`src/rtl/serializer_tx_if.sv`:
```
// rtl/serializer_tx_if.sv - parallel word handshake into the serial transmitter
interface serializer_tx_if #(
  parameter int WIDTH = 8
) ();
  logic [WIDTH-1:0] data_in;
  logic             data_valid_in;
  logic             data_ready_out;

  // Word producer: offers data_in/data_valid_in, sees data_ready_out
  modport master (
    output data_in,
    output data_valid_in,
    input  data_ready_out
  );

  // Transmitter side: takes the word when valid and ready meet at a clock edge
  modport slave (
    input  data_in,
    input  data_valid_in,
    output data_ready_out
  );
endinterface

```
`src/rtl/serializer_tx.sv`:
```
// rtl/serializer_tx.sv - parallel-to-serial transmitter with strobed bit output
module serializer_tx #(
  parameter int WIDTH       = 8,
  parameter int LEAD_CYCLES = 10,
  parameter int HIGH_CYCLES = 10,
  parameter int LOW_CYCLES  = 10
) (
  input  logic                  clock,
  input  logic                  reset,
  serializer_tx_if.slave        data_if,
  input  logic                  rx_ready_in,
  output logic                  serial_out,
  output logic                  write_out,
  output logic                  busy_out,
  output logic [7:0]            words_sent_out
);

  // One shared cycle counter serves LEAD, BIT_HI and BIT_LO, so it is sized
  // for the largest of the three limits.
  localparam int MAX_LH  = (LEAD_CYCLES > HIGH_CYCLES) ? LEAD_CYCLES : HIGH_CYCLES;
  localparam int MAX_CYC = (MAX_LH > LOW_CYCLES) ? MAX_LH : LOW_CYCLES;
  localparam int CNT_W   = $clog2(MAX_CYC + 1);
  localparam int BIT_W   = $clog2(WIDTH + 1);

  localparam logic [CNT_W-1:0] LEAD_LAST = CNT_W'((LEAD_CYCLES > 0) ? LEAD_CYCLES - 1 : 0);
  localparam logic [CNT_W-1:0] HIGH_LAST = CNT_W'(HIGH_CYCLES - 1);
  localparam logic [CNT_W-1:0] LOW_LAST  = CNT_W'(LOW_CYCLES - 1);
  localparam logic [BIT_W-1:0] BIT_LAST  = BIT_W'(WIDTH - 1);

  localparam logic [2:0] S_IDLE    = 3'd0;
  localparam logic [2:0] S_WAIT_RX = 3'd1;
  localparam logic [2:0] S_LEAD    = 3'd2;
  localparam logic [2:0] S_BIT_HI  = 3'd3;
  localparam logic [2:0] S_BIT_LO  = 3'd4;

  logic [2:0]       state;
  logic             hold_valid;
  logic [WIDTH-1:0] hold_data;
  logic [WIDTH-1:0] shift;
  logic [WIDTH-1:0] shift_next;
  logic [CNT_W-1:0] cnt;
  logic [BIT_W-1:0] bit_cnt;
  logic             take_word;

  // The holding register is free whenever it is not carrying a queued word.
  assign data_if.data_ready_out = ~hold_valid;
  assign take_word              = data_if.data_valid_in & ~hold_valid;
  assign busy_out               = (state != S_IDLE);
  assign shift_next             = shift >> 1;

  // Holding register: captured on handshake, emptied when IDLE moves it into the shifter
  always_ff @(posedge clock) begin
    if (reset) begin
      hold_valid <= 1'b0;
      hold_data  <= '0;
    end else if (take_word) begin
      hold_valid <= 1'b1;
      hold_data  <= data_if.data_in;
    end else if (state == S_IDLE && hold_valid) begin
      hold_valid <= 1'b0;
    end
  end

  // Word sequencer: wait for receiver, lead-in delay, then HIGH/LOW strobe per bit, LSB first
  always_ff @(posedge clock) begin
    if (reset) begin
      state          <= S_IDLE;
      shift          <= '0;
      cnt            <= '0;
      bit_cnt        <= '0;
      serial_out     <= 1'b0;
      write_out      <= 1'b0;
      words_sent_out <= 8'd0;
    end else begin
      case (state)
        S_IDLE: begin
          if (hold_valid) begin
            shift   <= hold_data;
            bit_cnt <= '0;
            cnt     <= '0;
            state   <= S_WAIT_RX;
          end
        end

        S_WAIT_RX: begin
          if (rx_ready_in) begin
            cnt <= '0;
            if (LEAD_CYCLES == 0) begin
              state      <= S_BIT_HI;
              write_out  <= 1'b1;
              serial_out <= shift[0];
            end else begin
              state <= S_LEAD;
            end
          end
        end

        S_LEAD: begin
          if (cnt == LEAD_LAST) begin
            cnt        <= '0;
            state      <= S_BIT_HI;
            write_out  <= 1'b1;
            serial_out <= shift[0];
          end else begin
            cnt <= cnt + 1'b1;
          end
        end

        S_BIT_HI: begin
          if (cnt == HIGH_LAST) begin
            cnt       <= '0;
            write_out <= 1'b0;
            state     <= S_BIT_LO;
          end else begin
            cnt <= cnt + 1'b1;
          end
        end

        S_BIT_LO: begin
          if (cnt == LOW_LAST) begin
            cnt   <= '0;
            shift <= shift_next;
            if (bit_cnt == BIT_LAST) begin
              // serial_out keeps the final bit while idle
              bit_cnt        <= '0;
              words_sent_out <= words_sent_out + 8'd1;
              state          <= S_IDLE;
            end else begin
              bit_cnt    <= bit_cnt + 1'b1;
              write_out  <= 1'b1;
              serial_out <= shift_next[0];
              state      <= S_BIT_HI;
            end
          end else begin
            cnt <= cnt + 1'b1;
          end
        end

        default: begin
          state     <= S_IDLE;
          write_out <= 1'b0;
        end
      endcase
    end
  end

endmodule

```
`src/flat_wrapper.sv`:
```
// flat-port wrapper written by rule: the top's interface ports become plain ports
module serializer_tx_flat 
#(
  parameter int WIDTH       = 8,
  parameter int LEAD_CYCLES = 10,
  parameter int HIGH_CYCLES = 10,
  parameter int LOW_CYCLES  = 10
)
  (clock, reset, rx_ready_in, serial_out, write_out, busy_out, words_sent_out, data_if_data_in, data_if_data_valid_in, data_if_data_ready_out);
  serializer_tx_if #(.WIDTH(WIDTH)) data_if_i ();
  input  logic clock;
  input  logic reset;
  input  logic rx_ready_in;
  output logic serial_out;
  output logic write_out;
  output logic busy_out;
  output logic [7:0] words_sent_out;
  input wire logic [$bits(data_if_i.data_in)-1:0] data_if_data_in;
  input wire logic [$bits(data_if_i.data_valid_in)-1:0] data_if_data_valid_in;
  output wire logic [$bits(data_if_i.data_ready_out)-1:0] data_if_data_ready_out;
  assign data_if_i.data_in = data_if_data_in;
  assign data_if_i.data_valid_in = data_if_data_valid_in;
  assign data_if_data_ready_out = data_if_i.data_ready_out;
  serializer_tx #(.WIDTH(WIDTH), .LEAD_CYCLES(LEAD_CYCLES), .HIGH_CYCLES(HIGH_CYCLES), .LOW_CYCLES(LOW_CYCLES)) u_core (.clock(clock), .reset(reset), .data_if(data_if_i), .rx_ready_in(rx_ready_in), .serial_out(serial_out), .write_out(write_out), .busy_out(busy_out), .words_sent_out(words_sent_out));
endmodule
```
`config.mk`:
```
export PLATFORM = sky130hd
export DESIGN_NAME = serializer_tx_flat
export DESIGN_NICKNAME = d
export VERILOG_FILES = /design/src/rtl/serializer_tx_if.sv /design/src/rtl/serializer_tx.sv /design/src/flat_wrapper.sv
export SDC_FILE = /design/constraint.sdc
export NUM_CORES = 1
export LEC_CHECK = 0
export ABC_CLOCK_PERIOD_IN_PS = 1800
export BUFFER_PORTS_ARGS = -buffer_cell sky130_fd_sc_hd__buf_4
export CORE_AREA = 2 2 76 78
export DETAILED_ROUTE_END_ITERATION = 8
export DIE_AREA = 0 0 78 80
export PLACE_DENSITY = 0.55
export SLEW_MARGIN = 20
export SYNTH_ARGS = -nofsm -noshare
export SYNTH_HDL_FRONTEND = slang
export SYNTH_SLANG_ARGS = --single-unit
```
`constraint.sdc`:
```
create_clock -name clock -period 1.8 [get_ports clock]
set_input_delay 0.27 -clock clock [delete_from_list [all_inputs] [get_ports clock]]
set_output_delay 0.27 -clock clock [all_outputs]
set_load 0.03 [all_outputs]
```
==> PnR_summary.wiki <==
{| class="wikitable"
! Metric !! Value
|-
| Status || finished clean
|-
| Share of the synthesized area in the top cell type || 40.9%
|-
| Clock transition at the registers of the reported paths || 80 ps
|-
| Reg-to-reg endpoint || u_core.bit_cnt[3]$_SDFFE_PP0P_
|-
| Area overhead of the layout relative to synthesis || 28.7%
|-
| Longest Clk Path Bufs || 2
|-
| Core outline area || 0.00541 sq mm
|-
| Syn Inst Count || 210
|-
| Number of vias in the routed layout || 1657
|-
| First-pass GRT wire length || 7430 microns
|-
| # DRC || 0
|-
| Via-per-instance ratio || 5.11
|-
| Number of flops mapped to enable cells by yosys || 0
|-
| GRT Util Overall || 15.1%
|-
| Critical Path RT || 2010 ps
|-
| Total of hold buffers inserted after clock tree synthesis || 0
|-
| Number of iterations in the first detailed-routing pass || 4
|-
| Detail Route Antenna Nets || 0
|-
| Leak || 0.965 nW
|-
| Largest area contributor in the netlist || sky130_fd_sc_hd__dfxtp_1
|-
| CTS tree || yes
|-
| Setup CP Type || register to register
|-
| Root Buffer Master || sky130_fd_sc_hd__clkbuf_8
|-
| Antenna diode instance count || 0
|-
| Post-synth net total || 226
|-
| Final setup violation count || 0
|-
| Slew margin rel. || between 70% and 80%
|-
| Worst r2r path cells || 5
|-
| Post-route fraction of the period consumed by the critical path || 96.2%
|-
| Worst clock skew || 7.51 ps
|-
| Final worst-path setup slack || 68.3 ps
|-
| Start point of the critical path || u_core.state[2]$_SDFFE_PP0P_
|-
| Number of distinct library cells after synthesis || 47
|-
| Clock Sinks || 38
|-
| Worst voltage drop across the vdd grid || 0.000613 V
|-
| Endpoint kind of the worst setup timing path || register
|-
| Starting Density || 34.4%
|-
| Most used DFF post-synth || sky130_fd_sc_hd__dfxtp_1
|-
| Minimum clock period || approximately 1700 ps
|-
| Die area || 0.00624 sq mm
|-
| FF-to-FF setup slack || between 60 and 70 ps
|-
| End-of-flow core utilization || 44.3%
|-
| Inserted Clock Buffers || 5
|-
| DIE HEIGHT || 80 microns
|-
| Total power || between 0.0015 and 0.002 W
|-
| Iteration-0 DRC count of the detailed router || 65
|-
| Met2 track demand over resource in global routing || 24.1%
|-
| Largest driver fanout on the critical path || 15
|-
| Via count of the first global-routing pass || 1551
|-
| Worst slack on hold paths || 209 ps
|-
| Met3 track demand over resource in global routing || 4.07%
|-
| Pwr per Cell Area || 757 mW/mm^2
|-
| Die width || 78 microns
|-
| Weighted congestion reported at the end of routability-driven placement || 0.756
|-
| Later-pin clock latency in the skew report || 300 ps
|-
| Proportion of synthesized chip area in sequential cells || 40.9%
|-
| Synth async-reset ratio || 0%
|-
| Number of levels the H-tree was split into || 2
|-
| Syn_area_per_cell || ~9 sq um
|-
| Pins Over Slew Limit || 0
|-
| Worst flop-to-flop path startpoint || u_core.state[2]$_SDFFE_PP0P_
|-
| Number of failing hold endpoints at the final stage || 0
|-
| # Max-Cap Violations || 0
|-
| Gr busiest metal || met2
|-
| Main area contributors after synthesis || sky130_fd_sc_hd__dfxtp_1, sky130_fd_sc_hd__mux2i_1, sky130_fd_sc_hd__nor2_1
|-
| Routed wirelength normalized by instance count || 13.5 microns
|-
| Top-level port count || 24
|-
| Fmax achieved || 577 MHz
|-
| Class of the worst hold path || input pin to register
|-
| Measured slew at the worst slew-check pin || 419 ps
|-
| Count of standard-cell rows || 27
|-
| Met1 GRT Util || 19.6%
|-
| Global route overflow || 0
|-
| Post-layout net count || 268
|-
| Seq cells post-synth || 38
|-
| Synth warnings || 0
|-
| Type of origin of the critical path || register
|-
| Largest net degree at the start of global routing || 42
|-
| Number of antenna violations at the first check in global routing || 0
|-
| Detail Placement HPWL || 3000 microns
|-
| Syn Std Cell Area || 0.00186 sq mm
|-
| Top post-synthesis cells by count || sky130_fd_sc_hd__dfxtp_1, sky130_fd_sc_hd__nor2_1, sky130_fd_sc_hd__nand2_1
|-
| Fraction of layout cells with a size suffix above 1 || 28.2%
|-
| Worst setup slack after placement || 23.5 ps
|-
| Routed wire length || roughly 4400 microns
|-
| Library cell with the highest instance count after synthesis || sky130_fd_sc_hd__dfxtp_1
|-
| Buffers on Ports || 23
|-
| End of the critical path || u_core.bit_cnt[3]$_SDFFE_PP0P_
|-
| Critical Path AT || just under 2000 ps
|}
[power breakdown]
group,switching (W),internal [W]
Combinational,0.000174,0.000157
Sequential,0.0000226,0.000885
Clock,0.000305,0.000266
Total,0.000502,0.00131
[layout by cell type, fill, tap and decap left out, types with 2 or more instances in the layout]
master	netlist	final
sky130_fd_sc_hd__ha_1	4	2
sky130_fd_sc_hd__o211ai_1	4	4
sky130_fd_sc_hd__nor2_1	31	31
sky130_fd_sc_hd__buf_4	0	46
sky130_fd_sc_hd__nor3b_1	3	2
sky130_fd_sc_hd__and3_1	3	3
sky130_fd_sc_hd__nor2b_1	5	5
sky130_fd_sc_hd__ha_2	0	2
sky130_fd_sc_hd__nand2b_1	4	4
sky130_fd_sc_hd__nand4_1	2	2
sky130_fd_sc_hd__a211oi_1	2	2
sky130_fd_sc_hd__o21ai_0	4	4
sky130_fd_sc_hd__nor3_2	1	2
sky130_fd_sc_hd__and3b_1	2	2
sky130_fd_sc_hd__nor3_1	5	4
sky130_fd_sc_hd__dfxtp_1	38	38
sky130_fd_sc_hd__a311oi_1	8	8
sky130_fd_sc_hd__nand3b_1	3	3
sky130_fd_sc_hd__xor2_1	4	4
sky130_fd_sc_hd__xnor2_1	2	2
sky130_fd_sc_hd__inv_1	3	3
sky130_fd_sc_hd__mux2i_1	12	12
sky130_fd_sc_hd__or4_1	2	2
sky130_fd_sc_hd__nand3_1	7	7
sky130_fd_sc_hd__nand2_1	20	20
sky130_fd_sc_hd__clkbuf_8	0	5
sky130_fd_sc_hd__a21oi_1	7	6
[layout make-up]
cell class / instances / area, sq um
Clock inverter: 1 / 7.51
Tap cell: 72 / 90.1
Multi-Input combinational cell: 156 / 1070
Fill cell: 568 / 3010
Timing Repair Buffer: 48 / 377
Inverter: 3 / 11.3
Clock buffer: 6 / 72.6
Sequential cell: 38 / 761
[metal layers]
layer / share of wire (%) / wire (microns)
met1: 48 / 2090
met2: 46 / 2030
met3: 4.0 / 174
met4: 1.6 / 69
met5: 0 / 0
[sequential cells by signal, summed over array words and instances, names as in the netlist]
| name | cells |
|---|---|
| u_core.words_sent_out | 8 |
| u_core.state | 3 |
| u_core.hold_valid | 1 |
| u_core.write_out | 1 |
| u_core.cnt | 4 |
| u_core.shift | 8 |
| u_core.serial_out | 1 |
| u_core.bit_cnt | 4 |
| u_core.hold_data | 8 |
[worst max-delay path: stages, from the launching register on]
cell and delay [ps]:
sky130_fd_sc_hd__dfxtp_1 310, sky130_fd_sc_hd__buf_4 170, sky130_fd_sc_hd__or4b_4 570, sky130_fd_sc_hd__a221oi_2 260
sky130_fd_sc_hd__mux2i_1 120, sky130_fd_sc_hd__o32ai_1 210
[logic make-up (layout without fill, tap and decap cells)]
| family | count (synthesis) | after routing | synth area share [%] |
|---|---|---|---|
| fa+ha+maj | 4 | 4 | 2.69 |
| compound gates | 36 | 36 | 14.7 |
| buf+inv | 16 | 58 | 4.04 |
| flops | 38 | 38 | 40.9 |
| xor+xnor | 6 | 6 | 2.83 |
| simple gates | 96 | 96 | 27.0 |
| mux | 14 | 14 | 7.87 |
[stage by stage]
step | instances | setup TNS (ps) | instance area (sq um)
global placement | 313 | 0 | 2220
detailed placement | 313 | 0 | 2220
CTS | 322 | 0 | 2310
floorplan | 210 | 0 | 1860
global route | 324 | -20.7 | 2390
finish | 324 | 0 | 2390
[worst min path at each step]
| stage | startpoint | to | slack [ps] | cells past startpoint |
|---|---|---|---|---|
| after global placement | u_core.shift[2]$_SDFFE_PP0P_ | u_core.shift[1]$_SDFFE_PP0P_ | 460 | 2 |
| after global routing | data_if_data_in[7] | u_core.hold_data[7]$_SDFFE_PP0P_ | 190 | 3 |
| after floorplan | data_if_data_in[0] | u_core.hold_data[0]$_SDFFE_PP0P_ | 420 | 2 |
| after detailed placement | u_core.shift[2]$_SDFFE_PP0P_ | u_core.shift[1]$_SDFFE_PP0P_ | 470 | 2 |
| after CTS | data_if_data_in[0] | u_core.hold_data[0]$_SDFFE_PP0P_ | 200 | 3 |
| final | data_if_data_in[0] | u_core.hold_data[0]$_SDFFE_PP0P_ | 210 | 3 |
[timing repair]
item,CTS,global route
pin swaps,0,2
setup endpoints to repair,1,15
buffers inserted,2,2
gates resized for setup,1,11
Note: power is estimated with default switching activity, not from simulation.
